===== config.mk =====
export PLATFORM = sky130hd
export DESIGN_NAME = zmod_rx_align
export DESIGN_NICKNAME = d
export VERILOG_FILES = /design/src/rtl/zmod_pkg.sv /design/src/rtl/zmod_lane_check.sv /design/src/rtl/zmod_rx_align.sv
export SDC_FILE = /design/constraint.sdc
export NUM_CORES = 1
export LEC_CHECK = 0
export BUFFER_PORTS_ARGS = -buffer_cell sky130_fd_sc_hd__clkbuf_2
export CAP_MARGIN = 20
export CORE_UTILIZATION = 50
export DETAILED_ROUTE_END_ITERATION = 10
export PLACE_DENSITY = 0.7
export SLEW_MARGIN = 25
export SYNTH_ARGS = -nofsm -noshare
export SYNTH_HDL_FRONTEND = slang
export SYNTH_SLANG_ARGS = --single-unit

===== constraint.sdc =====
create_clock -name clk -period 8.1 [get_ports clk]
set_input_delay 1.62 -clock clk [delete_from_list [all_inputs] [get_ports clk]]
set_output_delay 1.62 -clock clk [all_outputs]
set_load 0.1 [all_outputs]

===== src/rtl/zmod_pkg.sv =====
// Shared types and helpers for the zmod receive aligner.
// Latency: n/a (declarations only).
// Backpressure: n/a.
package zmod_pkg;

    typedef enum logic [1:0] {
        HUNT   = 2'd0,
        VERIFY = 2'd1,
        LOCKED = 2'd2
    } align_state_t;

    localparam int SYNC_WORD = 1;

    // Word is zero-extended to 8 bits by the caller; returns {valid, index}.
    function automatic logic [3:0] onehot_idx(input logic [7:0] w);
        logic [3:0] ones;
        logic [2:0] idx;
        ones = '0;
        idx  = '0;
        for (int b = 0; b < 8; b++) begin
            if (w[b]) begin
                ones = ones + 4'd1;
                idx  = 3'(b);
            end
        end
        return {(ones == 4'd1), idx};
    endfunction

endpackage


===== src/rtl/zmod_lane_check.sv =====
// Per-lane incrementing-count checker with saturating error counter.
// Latency: err_flag combinational on the presented word; err_cnt updates one clk later.
// Backpressure: none, evaluates every clk that din_vld is high.
module zmod_lane_check
    import zmod_pkg::*;
#(
    parameter int W     = 8,
    parameter int CNT_W = 16
) (
    input  logic             clk,
    input  logic             rst_n,
    input  logic [W-1:0]     din_dat,
    input  logic             din_vld,
    input  logic             err_clr,
    output logic             err_flag,
    output logic [CNT_W-1:0] err_cnt
);

    logic [W-1:0]     prev_q;
    logic             primed_q;
    logic [CNT_W-1:0] cnt_q;

    // The first valid word after a gap has nothing to compare against.
    assign err_flag = din_vld && primed_q && (din_dat != (prev_q + W'(1)));
    assign err_cnt  = cnt_q;

    always_ff @(posedge clk or negedge rst_n) begin
        if (!rst_n) begin
            prev_q   <= '0;
            primed_q <= 1'b0;
            cnt_q    <= '0;
        end else begin
            primed_q <= din_vld;
            if (din_vld) begin
                prev_q <= din_dat;
            end
            if (err_clr) begin
                cnt_q <= '0;
            end else if (err_flag && (cnt_q != '1)) begin
                cnt_q <= cnt_q + CNT_W'(1);
            end
        end
    end

endmodule


===== src/rtl/zmod_rx_align.sv =====
// Sync-lane word aligner, lock FSM and per-lane count checker for the zmod LVDS receiver.
// Latency: data_in to dout 2 clk; err_flag valid alongside dout.
// Backpressure: none, free-running stream in the rxdivclk domain.
module zmod_rx_align
    import zmod_pkg::*;
#(
    parameter int N        = 3,
    parameter int W        = 8,
    parameter int LOCK_CNT = 4,
    parameter int MISS_CNT = 3,
    parameter int CNT_W    = 16
) (
    input  logic                   clk,
    input  logic                   rst_n,
    input  logic [W-1:0]           sync_in,
    input  logic [N*W-1:0]         data_in,
    input  logic                   err_clr,
    output logic [N*W-1:0]         dout,
    output logic                   dout_valid,
    output logic                   locked,
    output logic [$clog2(W)-1:0]   shift,
    output logic [N-1:0]           err_flag,
    output logic [N*CNT_W-1:0]     err_cnt,
    output logic [CNT_W-1:0]       relock_cnt
);

    localparam int SW = $clog2(W);
    localparam logic [7:0] LOCK_N = 8'(LOCK_CNT);
    localparam logic [7:0] MISS_N = 8'(MISS_CNT);

    logic [2*W-1:0] hist_q [N];
    logic [2*W-1:0] sync_hist_q;

    align_state_t   state_q, state_d;
    logic [SW-1:0]  shift_q, shift_d;
    logic [7:0]     good_q, good_d;
    logic [7:0]     miss_q, miss_d;
    logic           relock_inc;
    logic [CNT_W-1:0] relock_q;

    logic [3:0]     oh;
    logic           cand_vld;
    logic [SW-1:0]  cand_k;
    logic [SW-1:0]  k_eff;
    logic [W-1:0]   asw;
    logic           sync_good;

    logic [N*W-1:0] dout_q;
    logic           dout_valid_q;

    always_ff @(posedge clk or negedge rst_n) begin
        if (!rst_n) begin
            sync_hist_q <= '0;
            for (int i = 0; i < N; i++) begin
                hist_q[i] <= '0;
            end
        end else begin
            sync_hist_q <= {sync_in, sync_hist_q[2*W-1:W]};
            for (int i = 0; i < N; i++) begin
                hist_q[i] <= {data_in[i*W +: W], hist_q[i][2*W-1:W]};
            end
        end
    end

    // Older word sits in the low half, so the window at offset k spans both words.
    assign oh        = onehot_idx(8'(sync_hist_q[W-1:0]));
    assign cand_vld  = oh[3];
    assign cand_k    = oh[SW-1:0];
    assign k_eff     = (state_q == HUNT) ? cand_k : shift_q;
    assign asw       = W'(sync_hist_q >> k_eff);
    assign sync_good = (asw == W'(SYNC_WORD));

    always_comb begin
        state_d    = state_q;
        shift_d    = shift_q;
        good_d     = good_q;
        miss_d     = miss_q;
        relock_inc = 1'b0;
        case (state_q)
            HUNT: begin
                if (sync_good && cand_vld) begin
                    shift_d = cand_k;
                    good_d  = 8'd1;
                    state_d = VERIFY;
                end
            end
            VERIFY: begin
                if (sync_good) begin
                    good_d = good_q + 8'd1;
                    if ((good_q + 8'd1) == LOCK_N) begin
                        state_d = LOCKED;
                        miss_d  = 8'd0;
                    end
                end else begin
                    state_d = HUNT;
                end
            end
            LOCKED: begin
                if (sync_good) begin
                    miss_d = 8'd0;
                end else begin
                    miss_d = miss_q + 8'd1;
                    if ((miss_q + 8'd1) == MISS_N) begin
                        state_d    = HUNT;
                        relock_inc = 1'b1;
                    end
                end
            end
            default: state_d = HUNT;
        endcase
    end

    always_ff @(posedge clk or negedge rst_n) begin
        if (!rst_n) begin
            state_q <= HUNT;
            shift_q <= '0;
            good_q  <= '0;
            miss_q  <= '0;
        end else begin
            state_q <= state_d;
            shift_q <= shift_d;
            good_q  <= good_d;
            miss_q  <= miss_d;
        end
    end

    always_ff @(posedge clk or negedge rst_n) begin
        if (!rst_n) begin
            relock_q <= '0;
        end else if (err_clr) begin
            relock_q <= '0;
        end else if (relock_inc && (relock_q != '1)) begin
            relock_q <= relock_q + CNT_W'(1);
        end
    end

    always_ff @(posedge clk or negedge rst_n) begin
        if (!rst_n) begin
            dout_q       <= '0;
            dout_valid_q <= 1'b0;
        end else begin
            for (int i = 0; i < N; i++) begin
                dout_q[i*W +: W] <= W'(hist_q[i] >> shift_q);
            end
            dout_valid_q <= (state_q == LOCKED);
        end
    end

    for (genvar i = 0; i < N; i++) begin : g_lane
        zmod_lane_check #(
            .W     (W),
            .CNT_W (CNT_W)
        ) u_chk (
            .clk      (clk),
            .rst_n    (rst_n),
            .din_dat  (dout_q[i*W +: W]),
            .din_vld  (dout_valid_q),
            .err_clr  (err_clr),
            .err_flag (err_flag[i]),
            .err_cnt  (err_cnt[i*CNT_W +: CNT_W])
        );
    end

    assign dout       = dout_q;
    assign dout_valid = dout_valid_q;
    assign locked     = (state_q == LOCKED);
    assign shift      = shift_q;
    assign relock_cnt = relock_q;

endmodule

# Yosys cells after proc, flatten, opt, wreduce, memory -nomap -nowiden
# Index checks and enable logic that the tools add are counted.
dict set report word_totals {
  reg_bits 199
  in_bits 35
  out_inout_bits 96
  wordCells 117
}
dict set report classes {
  add_sub_neg 16
  n_eq_ne 19
  shifts 4
  n_mux 40
  reduce_logical 20
}
# op n
set ops {}
lappend ops {{16-bit 2-to-1 mux} 8}
lappend ops {{16-bit by 1-bit adder with 16-bit output (second input constant)} 4}
lappend ops {{16-bit != test (second input constant)} 4}
lappend ops {{16-bit by 3-bit right shift with 8-bit output} 4}
lappend ops {{8-bit by 1-bit adder with 8-bit output (second input constant)} 5}
lappend ops {{8-bit 2-to-1 mux} 5}
lappend ops {{8-bit case mux with 2 select lines} 2}
lappend ops {{4-bit by 1-bit adder with 4-bit output (second input constant)} 7}
lappend ops {{4-bit 2-to-1 mux} 7}
lappend ops {{8-bit != test} 3}
lappend ops {{3-bit 2-to-1 mux} 7}
lappend ops {{2-bit nonzero test} 6}
lappend ops {{2-bit 2-to-1 mux} 5}
lappend ops {{1-bit logical AND} 9}
lappend ops {{8-bit by 1-bit equality test with 1-bit output (second input constant)} 1}
lappend ops {{8-bit by 2-bit equality test with 1-bit output (second input constant)} 1}
lappend ops {{8-bit by 3-bit equality test with 1-bit output (second input constant)} 1}
lappend ops {{2-bit != test (second input constant)} 3}
lappend ops {{2-bit case mux with 3 select lines} 1}
lappend ops {{3-bit AND reduction} 2}
lappend ops {{1-bit 2-to-1 mux} 5}
lappend ops {{4-bit by 1-bit equality test with 1-bit output (second input constant)} 1}
lappend ops {{2-bit by 1-bit != test with 1-bit output (second input constant)} 2}
lappend ops {{4-bit AND reduction} 1}
lappend ops {{other kinds (5)} 5}

# Logic depth before layout (Yosys ltp)
# Gate-level depths: netlist of the first run.
dict set report depth {
  depth_word 19
  mapped_depth 24
  mapped_depth_nobuf 23
}

# By module
# From an unflattened synthesis of the first run, not the netlist that was laid out.
dict set report unflattened {
  hier_cells 1071
  hier_area_um2 10941.7
}
# module instances cells_each area_per_inst_um2 seq_area_each_um2
set by_module_without_submodules {}
lappend by_module_without_submodules {zmod_rx_align 1 618 6396.1 3153.0}
lappend by_module_without_submodules {zmod_lane_check 3 151 1515.2 625.6}

# Worst setup path after synthesis of the first run
# OpenSTA, ideal clock, no wires.
dict set report synth_timing {
  kind {register -> register}
  startpoint {register sync_hist_q[1]}
  endpoint {register good_q[1]}
  setup_time_ns 0.121
  arrival_ns 4.448
  required_time_ns 7.979
  slack_ns 3.531
  path_stages_with_launch 24
  path_buffers 1
  synth_period_minus_slack_ns 4.569
  cell_sequence {dfrtp_1 inv_1 ha_1 xor2_1 ha_1 nand2_1 o31ai_1 ha_1 nand2_1 o21ai_0 ha_1 a221o_1 ha_1 inv_1 a21oi_1 ha_1 nand2_1 mux2_1 o32a_1 nor4_4 or2_1 buf_4 nand2_1 a22o_1}
}
dict set report synth_between {
  elab_chain_cells 17
  elab_cells_between_ends 28
  classes_between {add/sub: 6; eq/ne: 4; shift: 1; mux: 15; reduce/logical: 2}
}
# element line_no
set synth_lines {}
lappend synth_lines {{start, declared} zmod_rx_align.sv:32} ;# logic [2*W-1:0] sync_hist_q;
lappend synth_lines {{start signal, assigned} zmod_rx_align.sv:58} ;# sync_hist_q <= {sync_in, sync_hist_q[2*W-1:W]};
lappend synth_lines {{4-bit 2-to-1 mux} zmod_pkg.sv:21} ;# if (w[b]) begin
lappend synth_lines {{4-bit by 1-bit adder with 4-bit output} zmod_pkg.sv:22} ;# ones = ones + 4'd1;
lappend synth_lines {{4-bit 2-to-1 mux} zmod_pkg.sv:21}
lappend synth_lines {{4-bit by 1-bit adder with 4-bit output} zmod_pkg.sv:22}
lappend synth_lines {{4-bit 2-to-1 mux} zmod_pkg.sv:21}
lappend synth_lines {{4-bit by 1-bit adder with 4-bit output} zmod_pkg.sv:22}
lappend synth_lines {{4-bit 2-to-1 mux} zmod_pkg.sv:21}
lappend synth_lines {{4-bit by 1-bit adder with 4-bit output} zmod_pkg.sv:22}
lappend synth_lines {{4-bit 2-to-1 mux} zmod_pkg.sv:21}
lappend synth_lines {{4-bit by 1-bit adder with 4-bit output} zmod_pkg.sv:22}
lappend synth_lines {{4-bit 2-to-1 mux} zmod_pkg.sv:21}
lappend synth_lines {{4-bit by 1-bit adder with 4-bit output} zmod_pkg.sv:22}
lappend synth_lines {{4-bit 2-to-1 mux} zmod_pkg.sv:21}
lappend synth_lines {{4-bit by 1-bit equality test with 1-bit output} zmod_pkg.sv:26} ;# return {(ones == 4'd1), idx};
lappend synth_lines {{1-bit logical AND} zmod_rx_align.sv:81} ;# if (sync_good && cand_vld) begin
lappend synth_lines {{2-bit by 1-bit != test with 1-bit output (no source line)} --}
lappend synth_lines {{3-bit AND reduction (no source line) *} --}
lappend synth_lines {{end signal, assigned} zmod_rx_align.sv:122} ;# good_q <= good_d;
lappend synth_lines {{end, declared} zmod_rx_align.sv:36} ;# logic [7:0] good_q, good_d;
# Mark *: on every way between the ends. The rest lies on a longest branch, timed or not.
# A chain may end at the register's enable or synchronous reset.

# Worst setup path after layout of the first run
# Ends and elaborated chain as after synthesis.

==> results.tsv, run 1 <==
metric	value	unit
dp_hpwl	15100	um
area_growth	14.2	%
worstPathMaxFanout	7	
layout-drive-gt1-share	20.9	%
final_cell_mix	197 x dfrtp_1, 129 x clkbuf_2, 96 x nand2_1	
grt_max_degree	78	
synth_cell_types	76	
worstPathCellList	inv_1 > ha_1 > xor2_1 > ha_1 > nand2_1 > o31ai_1 > ha_1 > nand2_1 > o21ai_0 > ha_1 > a221o_1 > ha_1 > inv_1 > a21oi_1 > ha_1 > nand2_1 > mux2_1 > o32a_1 > nor4_4 > or2_1 > nand2_1 > a22o_1	
finalNetCount	1149	
synth_ff_type	dfrtp_1	
routedWlPerCell	15.5	um
syn_nets	1045	
via_per_inst	5.60	
crit_type	reg2reg	
cts.sinks	199	
worstHoldStart	sync_hist_q[15]	
timing.fmax	197	MHz
critPathMaxStageDelay	0.41	ns
hold_path_class	reg2reg	
overflow	0	
peakVddDrop	0.000164	V
synth_area	10200	sq um
arrival	5.41	ns
relSlewSlack	41.7	%
crit_slowest_cell	dfrtp_1	
rr_startpoint	sync_hist_q[1]	
cts_resized	0	
numPortBuffers	130	
rsz0062_at_grt	no	
ioPinCount	131	
antenna_found_initial	0	
cts_tree	done	
critPathRequiredTime	8.42	ns
ys_warn_count	0	
cts_max_path_buffers	2	
async_reset_ff_share	100	%
dr.pass1.iters	5	
vias	7710	
final_cells	1376	
finalMaxSlewViolations	0	
fin_skew	0.0117	ns
status	finished, final reports clean	
ant_nets	0	
drv_cap	0	
cts_setup_buffers	0	
crit_buf_inv	2	
pre_cts_slack	3.07	ns
rows	51	
synth-edff-count	0	
power_density	232	nW/um^2
end_kind	flop	
worst_slew_pin_slew	0.867	ns
dieHeight	145	um
critPathLaunch	sync_hist_q[1]	
htree_num_levels	4	
fin_setup_tns	0	ns
critPathTopFamily	adder cells	
setup_slack	3.01	ns
drt_iter0_markers	480	
dpl.cell_count	1343	
first_global_vias	7216	
setup_violations	0	
hold_buffers	0	
drt-total-wl	21300	um
gp_congestion	0.865	
clk-insertion-delay-late	0.43	ns
die_w	145	um
cts_buffers	17	
post-route-period-util	62.8	%
route.detailed.drc	0	
initial_core_util	51.7	%
syn_avg_cell_area	10.3	sq um
min_period	5.09	ns
ys_seq_area_share	48.8	%
root_buffer	clkbuf_16	
start_kind	flop	
netlist_instances	993	
dieArea	21000	sq um
core-area	19700	sq um
ys_ff_latch	199	
final_common_cell	dfrtp_1	
grt_pass1_wl	35000	um
power_leakage	5.17	nW
worst_path_most_repeated_cell	ha_1	
final-hold-violation-count	0	
grtUsageTotal	21.4	%
clkTransAtPathRegs	0.07	ns
cell usage after synthesis, drive strengths merged (4+ instances only):
cell type,number,share of area [%]
inv,19,0.70
nor3,21,1.0
a211oi,5,0.54
a31oi,6,0.43
nand3,32,1.6
a2111oi,4,0.34
o31ai,8,0.59
o21ai,65,3.2
ha,17,2.1
nand2b,11,0.75
nor3b,4,0.29
clkbuf,29,1.1
nor4,5,0.60
a41oi,9,0.77
or3,18,1.1
buf,23,1.3
nor2,87,3.2
mux4,9,2.0
xnor2,39,3.4
dfrtp,199,49
and3,23,1.4
nand3b,5,0.37
mux2,38,4.2
and4,7,0.60
or2,7,0.43
nand2,96,3.5
or4,6,0.44
o211ai,6,0.44
mux2i,28,2.7
xor2,42,3.6
nor2b,11,0.67
and2,9,0.55
nand4,15,0.92
a21oi,50,2.5
per-layer routing:
metal / GRT usage (%) / share of wire, % / vias up
met5: 0 / 0 / -
met4: 7.98 / 1.7 / 0
met3: 3.75 / 3.9 / 31
met2: 33.1 / 47 / 177
met1: 30.1 / 47 / 3767
li1: - / - / 3735
final timing paths:
kind | slack, ns | depth (start not counted) | end
max reg2reg | 3.01 | 22 | good_q[1]
min | 0.35 | 0 | sync_hist_q[7]
min reg2reg | 0.35 | 0 | sync_hist_q[7]
max | 3.01 | 22 | good_q[1]
min in group asynchronous | 1.20 | 1 | g_lane[0].u_chk.prev_q[4]
max in group asynchronous | 5.59 | 2 | shift[1]
registers in the layout, summed over array words and instances (netlist names):
name and flops:
miss_q 8, g_lane.u_chk.primed_q 1, sync_hist_q 16, dout 24
state_q 2, g_lane.u_chk.prev_q 24, hist_q 48, good_q 8
shift 3, g_lane.u_chk.err_cnt 48, relock_cnt 16, dout_valid 1
worst reg2reg max path, cell delays in order (launching register included):
cell and delay [ns]:
dfrtp_1 0.41, inv_1 0.08, ha_1 0.35, xor2_1 0.25, ha_1 0.28, nand2_1 0.11
o31ai_1 0.13, ha_1 0.31, nand2_1 0.09, o21ai_0 0.11, ha_1 0.30, a221o_1 0.35
ha_1 0.31, inv_1 0.04, a21oi_1 0.15, ha_1 0.18, nand2_1 0.05, mux2_1 0.30
o32a_1 0.33, nor4_4 0.21, or2_1 0.32, nand2_1 0.09, a22o_1 0.23
power breakdown:
part / internal [mW] / leakage [nW] / switching, mW
Combinational: 0.172 / 2.30 / 0.491
Clock: 0.529 / 0.300 / 0.373
Sequential: 1.05 / 2.57 / 0.0816
Total: 1.75 / 5.17 / 0.945
kinds of logic after synthesis:
family | after synthesis | synth area share, %
simple gates | 360 | 17.8
flops | 199 | 48.8
compound gates | 186 | 11.7
xor+xnor | 83 | 7.48
mux | 75 | 8.93
buf+inv | 73 | 3.18
fa+ha+maj | 17 | 2.09
layout make-up:
type / count / area, sq um
clock inverters: 13 / 195
clock buffers: 19 / 443
flip-flops and latches: 199 / 4980
inverters: 21 / 78.8
well taps: 265 / 332
diodes: 1 / 2.50
fillers: 1631 / 8070
repair buffers: 137 / 712
multi-input cells: 721 / 4900
metrics by stage:
step / cell area (sq um) / util [%] / power [mW] / hold WS, ns
after global placement: 11000 / 55.8 / 1.81 / 0.334
after global routing: 11600 / 59.0 / 2.82 / 0.368
after detailed placement: 11000 / 55.8 / 1.81 / 0.335
after CTS: 11600 / 59.0 / 2.72 / 0.351
final: 11600 / 59.1 / 2.70 / 0.350
after floorplan: 10200 / - / 1.67 / 0.331
(Power assumes the default switching activity.)
==> run 2: changes to the inputs <==
--- a/config.mk
+++ b/config.mk
@@ -9,7 +9,7 @@
 export CAP_MARGIN = 20
 export CORE_UTILIZATION = 50
 export DETAILED_ROUTE_END_ITERATION = 10
-export PLACE_DENSITY = 0.7
+export PLACE_DENSITY = 0.73
 export SLEW_MARGIN = 25
 export SYNTH_ARGS = -nofsm -noshare
 export SYNTH_HDL_FRONTEND = slang
==> constraint.sdc (replaced) <==
create_clock -name clk -period 4.4 [get_ports clk]
set_input_delay 0.88 -clock clk [delete_from_list [all_inputs] [get_ports clk]]
set_output_delay 0.88 -clock clk [all_outputs]
set_load 0.1 [all_outputs]
==> run 2 against run 1 <==
  * The run now ends with negative setup slack left
  * Clock skew grew 0.0036 ns
  * Register-to-register slack got worse by 3.2 ns
  * Final cell count increased by 2.0%
  * Maximum frequency is 10% higher
  * Die area stayed put
  * Final area up 2.5%
  * Core utilization up 1.5 points
  * Combinational power rose by 100%
  * First-iteration DRC count down 21%
  * Critical path type unchanged
  * Largest power group unchanged
  * Critical path depth is 1 lower
  * Hold slack hardly changed
==> results.tsv, run 2 (same netlist as run 1, synthesis figures left out) <==
metric	value	unit	change
fin_skew	0.0153	ns	was 0.0117 ns
final_cells	1403		was 1,376
antenna_found_initial	0		unchanged
final-hold-violation-count	0		unchanged
ant_nets	0		unchanged
peakVddDrop	0.000279	V	was 0.000164 V
arrival	4.92	ns	was 5.41 ns
status	finished, violations left		was finished, final reports clean
final_common_cell	dfrtp_1		unchanged
core-area	19700	sq um	unchanged
cts_tree	done		unchanged
clkTransAtPathRegs	0.07	ns	about the same
area_growth	17.0	%	was 14.2%
dieHeight	145	um	unchanged
placed_area	11200	sq um	was 11,000 sq um
grt_pass1_wl	35300	um	was 35,000 um
dpl.cell_count	1363		was 1,343
htree_num_levels	4		unchanged
min_period	4.61	ns	was 5.09 ns
setup_violations	11		was 0
worst_slew_pin_slew	0.875	ns	was 0.867 ns
grtUsageTotal	21.5	%	was 21.4%
gp_congestion	0.893		was 0.865
dp_hpwl	15300	um	was 15,100 um
critPathRequiredTime	4.71	ns	was 8.42 ns
cts_buffers	17		unchanged
hold_path_class	reg2reg		unchanged
root_buffer	clkbuf_16		unchanged
fin_area	11900	sq um	was 11,600 sq um
drt-total-wl	21600	um	was 21,300 um
start_kind	flop		unchanged
vias	7776		was 7,710
worstPathMaxFanout	3		was 7
relSlewSlack	41.1	%	was 41.7%
finalNetCount	1177		was 1,149
cts.sinks	199		unchanged
routedWlPerCell	15.4	um	was 15.5 um
numPortBuffers	130		unchanged
end_kind	flop		unchanged
first_global_vias	7167		was 7,216
final_util	60.5	%	was 59.1%
setup_slack	-0.206	ns	was 3.01 ns
hold_buffers	0		unchanged
post-route-period-util	105	%	was 62.8%
violations	negative setup slack		
initial_core_util	51.7	%	unchanged
rows	51		unchanged
final_cell_mix	198 x dfrtp_1, 129 x clkbuf_2, 94 x nand2_1		was 197 x dfrtp_1, 129 x clkbuf_2, 96 x nand2_1
dieArea	21000	sq um	unchanged
finalPower	5.08	mW	was 2.70 mW
hold-worst-slack	0.350	ns	about the same
cts_max_path_buffers	2		unchanged
ioPinCount	131		unchanged
num_antenna_cells	0		was 1
timing.fmax	217	MHz	was 197 MHz
die_w	145	um	unchanged
rsz0062_at_grt	yes		was no
power_leakage	5.34	nW	was 5.17 nW
drv_cap	0		unchanged
via_per_inst	5.54		was 5.60
power_density	426	nW/um^2	was 232 nW/um^2
dr.pass1.iters	5		unchanged
grt_max_degree	100		was 78
overflow	0		unchanged
clk-insertion-delay-late	0.43	ns	about the same
layout-drive-gt1-share	24.1	%	was 20.9%
finalMaxSlewViolations	0		unchanged
route.detailed.drc	0		unchanged
drt_iter0_markers	377		was 480
crit_type	reg2reg		unchanged
==> run 2: per-layer routing <==
layer	share of wire [%]	track usage, %	up-vias
li1	-	-	3791
met1	47	29.7	3781
met2	48	34.6	184
met3	4.2	4.01	20
met4	1.4	5.82	0
met5	0	0	-
==> run 2: area by class of cell <==
| type | instances | area [sq um] |
|---|---|---|
| clock buffer | 17 | 425 |
| clock inverter | 15 | 211 |
| fill | 1640 | 7780 |
| inverter | 21 | 78.8 |
| multi-input combinational | 721 | 4960 |
| sequential | 199 | 4980 |
| tap | 265 | 332 |
| timing repair buffer | 165 | 950 |
==> run 2: path summary, 6_finish.rpt <==
kind / startpoint / endpoint / slack, ns / depth (start not counted)
max: sync_hist_q[0] / shift[1] / -0.21 / 21
min: hist_q[47] / hist_q[39] / 0.35 / 0
max reg2reg: sync_hist_q[0] / shift[1] / -0.21 / 21
min reg2reg: hist_q[47] / hist_q[39] / 0.35 / 0
max in group asynchronous: rst_n / g_lane[0].u_chk.err_cnt[14] / 2.89 / 2
min in group asynchronous: rst_n / hist_q[47] / 0.55 / 1
==> run 2: per-stage QoR <==
step | setup slack, ns | setup TNS (ns)
2_1_floorplan | -0.130 | -0.212
3_3_place_gp | -0.153 | -1.25
4_1_cts | -0.186 | -1.46
6_report | -0.206 | -1.58
3_5_place_dp | -0.341 | -3.38
5_1_grt | -0.446 | -4.44
==> run 2: power by group <==
part | total, mW | internal, mW | switching [mW]
Combinational | 1.34 | 0.398 | 0.946
Clock | 1.67 | 0.966 | 0.708
Sequential | 2.06 | 1.93 | 0.131
==> run 2: worst max-delay path, stage by stage, from the launching register on <==
cell and delay [ns]:
dfrtp_1 0.41, inv_2 0.08, ha_4 0.21, xor2_2 0.18, ha_1 0.29, nand2_2 0.10
o31ai_4 0.08, ha_1 0.33, nand2_2 0.10, o21ai_2 0.07, ha_1 0.29, a221o_1 0.35
ha_1 0.32, inv_2 0.04, a21oi_2 0.13, ha_2 0.19, nand2_1 0.05, mux2_4 0.27
o32a_1 0.31, nor4_4 0.21, nand2_1 0.17, mux2_1 0.33
==> run 2: repair_timing <==
action | 4_1_cts | 5_1_grt
pin swaps | 5 | 2
endpoints found under the setup margin | 12 | 12
buffers inserted | 6 | 4
gates resized for setup | 14 | 3
==> run 3: changes to the inputs <==
--- a/config.mk
+++ b/config.mk
@@ -9,7 +9,7 @@
 export CAP_MARGIN = 20
 export CORE_UTILIZATION = 50
 export DETAILED_ROUTE_END_ITERATION = 10
-export PLACE_DENSITY = 0.73
+export PLACE_DENSITY = 0.7
 export SLEW_MARGIN = 25
 export SYNTH_ARGS = -nofsm -noshare
 export SYNTH_HDL_FRONTEND = slang
==> constraint.sdc (replaced) <==
create_clock -name clk -period 5.5 [get_ports clk]
set_input_delay 1.1 -clock clk [delete_from_list [all_inputs] [get_ports clk]]
set_output_delay 1.1 -clock clk [all_outputs]
set_load 0.1 [all_outputs]
==> run 3 against run 2 <==
  * The run now ends clean
  * Via count down 1.5%
  * Global-route usage down 0.35 points
  * Sequential share of layout area up 1.2 points
  * Core utilization down 1.8 points
  * First-iteration DRC count up 9.5%
  * Register-to-register slack better by 0.62 ns
  * Clock-buffer cell count unchanged
  * Maximum frequency down 9.4%
  * Final area down 2.9%
  * Critical path depth up 1
  * Critical endpoint is now good_q[1]
==> results.tsv, run 3 (same netlist as run 1, synthesis figures left out) <==
metric	value	unit	change
status	finished, final reports clean		was finished, violations left
crit_type	reg2reg		unchanged
timing.fmax	197	MHz	was 217 MHz
ioPinCount	131		unchanged
fin_setup_tns	0	ns	was -1.58 ns
core-area	19700	sq um	unchanged
grt_max_degree	114		was 100
area_growth	13.6	%	was 17.0%
cts_max_path_buffers	2		unchanged
power_leakage	5.17	nW	was 5.34 nW
via_per_inst	5.56		was 5.54
cts_tree	done		unchanged
r2r_setup_slack	0.42	ns	was -0.21 ns
arrival	5.40	ns	was 4.92 ns
initial_core_util	51.7	%	unchanged
route.detailed.drc	0		unchanged
gp_congestion	0.891		was 0.893
routedWlPerCell	15.5	um	was 15.4 um
root_buffer	clkbuf_16		unchanged
overflow	0		unchanged
cts.sinks	199		unchanged
final_common_cell	dfrtp_1		unchanged
critPathRequiredTime	5.82	ns	was 4.71 ns
worst_slew_pin_slew	0.871	ns	was 0.875 ns
final_cell_mix	198 x dfrtp_1, 129 x clkbuf_2, 96 x nand2_1		was 198 x dfrtp_1, 129 x clkbuf_2, 94 x nand2_1
numPortBuffers	130		unchanged
final-hold-violation-count	0		unchanged
hold_path_class	reg2reg		unchanged
dr.pass1.iters	5		unchanged
grt_pass1_wl	34700	um	was 35,300 um
cts_resized	0		was 14
finalNetCount	1151		was 1,177
hold_buffers	0		unchanged
dieHeight	145	um	unchanged
end_kind	flop		unchanged
drv_cap	0		unchanged
dieArea	21000	sq um	unchanged
pre_cts_slack	0.446	ns	was -0.341 ns
first_global_vias	6968		was 7,167
cts_setup_buffers	0		was 6
drt_iter0_markers	413		was 377
htree_num_levels	4		unchanged
post-route-period-util	92.4	%	was 105%
relSlewSlack	41.9	%	was 41.1%
cts_buffers	17		unchanged
min_period	5.08	ns	was 4.61 ns
power_density	332	nW/um^2	was 426 nW/um^2
setup_slack	0.416	ns	was -0.206 ns
finalMaxSlewViolations	0		unchanged
vias	7656		was 7,776
drt-total-wl	21300	um	was 21,600 um
dp_hpwl	15100	um	was 15,300 um
fin_skew	0.0113	ns	was 0.0153 ns
layout-drive-gt1-share	21.0	%	was 24.1%
grtUsageTotal	21.1	%	was 21.5%
clk-insertion-delay-late	0.43	ns	about the same
start_kind	flop		unchanged
peakVddDrop	0.000245	V	was 0.000279 V
setup_violations	0		was 11
rows	51		unchanged
antenna_found_initial	0		unchanged
num_antenna_cells	0		unchanged
die_w	145	um	unchanged
clkTransAtPathRegs	0.07	ns	about the same
ant_nets	0		unchanged
worstPathMaxFanout	7		was 3
rsz0062_at_grt	no		was yes
run 3: layout make-up:
class	instances	area, sq um
Inverter	21	78.8
Fill cell	1659	8130
Tap cell	265	332
Timing Repair Buffer	139	727
Clock buffer	17	425
Multi-Input combinational cell	721	4900
Clock inverter	15	148
Sequential cell	199	4980
run 3: through the flow:
| stage | total power [mW] | area, sq um | hold slack [ns] | cells | utilization, % |
|---|---|---|---|---|---|
| after global routing | 4.01 | 11600 | 0.354 | 1377 | 58.8 |
| after CTS | 3.88 | 11600 | 0.349 | 1377 | 58.8 |
| final | 3.85 | 11600 | 0.349 | 1377 | 58.8 |
| after global placement | 2.66 | 11000 | 0.334 | 1345 | 55.9 |
| after floorplan | 2.46 | 10200 | 0.331 | 993 | - |
| after detailed placement | 2.67 | 11000 | 0.340 | 1345 | 55.9 |
run 3: routing by layer:
metal / up-vias / share of wire, % / GRT usage (%)
li1: 3746 / - / -
met1: 3712 / 48 / 30.4
met2: 177 / 46 / 32.7
met3: 21 / 4.0 / 3.22
met4: 0 / 1.2 / 6.70
met5: - / 0 / 0
run 3: worst paths after layout:
kind / to / depth (start not counted) / start
setup reg to reg: good_q[1] / 22 / sync_hist_q[1]
max in group asynchronous: relock_cnt[11] / 2 / rst_n
setup / recovery: good_q[1] / 22 / sync_hist_q[1]
hold reg to reg: hist_q[23] / 0 / hist_q[31]
hold / removal: hist_q[23] / 0 / hist_q[31]
min in group asynchronous: g_lane[0].u_chk.prev_q[2] / 1 / rst_n
run 3: power by group:
part           switching, mW  total (mW)  internal (mW)  leakage [nW]
logic                  0.739       0.994          0.254          2.31
registers              0.103        1.65           1.55          2.57
clock network          0.567        1.20          0.636         0.284
total                   1.41        3.85           2.44          5.17
run 3: critical path, stage by stage, from the launching register on:
cell	delay, ns
dfrtp_1	0.42
inv_1	0.08
ha_1	0.35
xor2_1	0.24
ha_1	0.27
nand2_1	0.11
o31ai_1	0.13
ha_1	0.32
nand2_1	0.09
o21ai_0	0.10
ha_1	0.29
a221o_1	0.35
ha_1	0.32
inv_1	0.05
a21oi_1	0.14
ha_1	0.18
nand2_1	0.05
mux2_1	0.30
o32a_1	0.32
nor4_4	0.22
or2_1	0.31
nand2_1	0.10
a22o_1	0.24
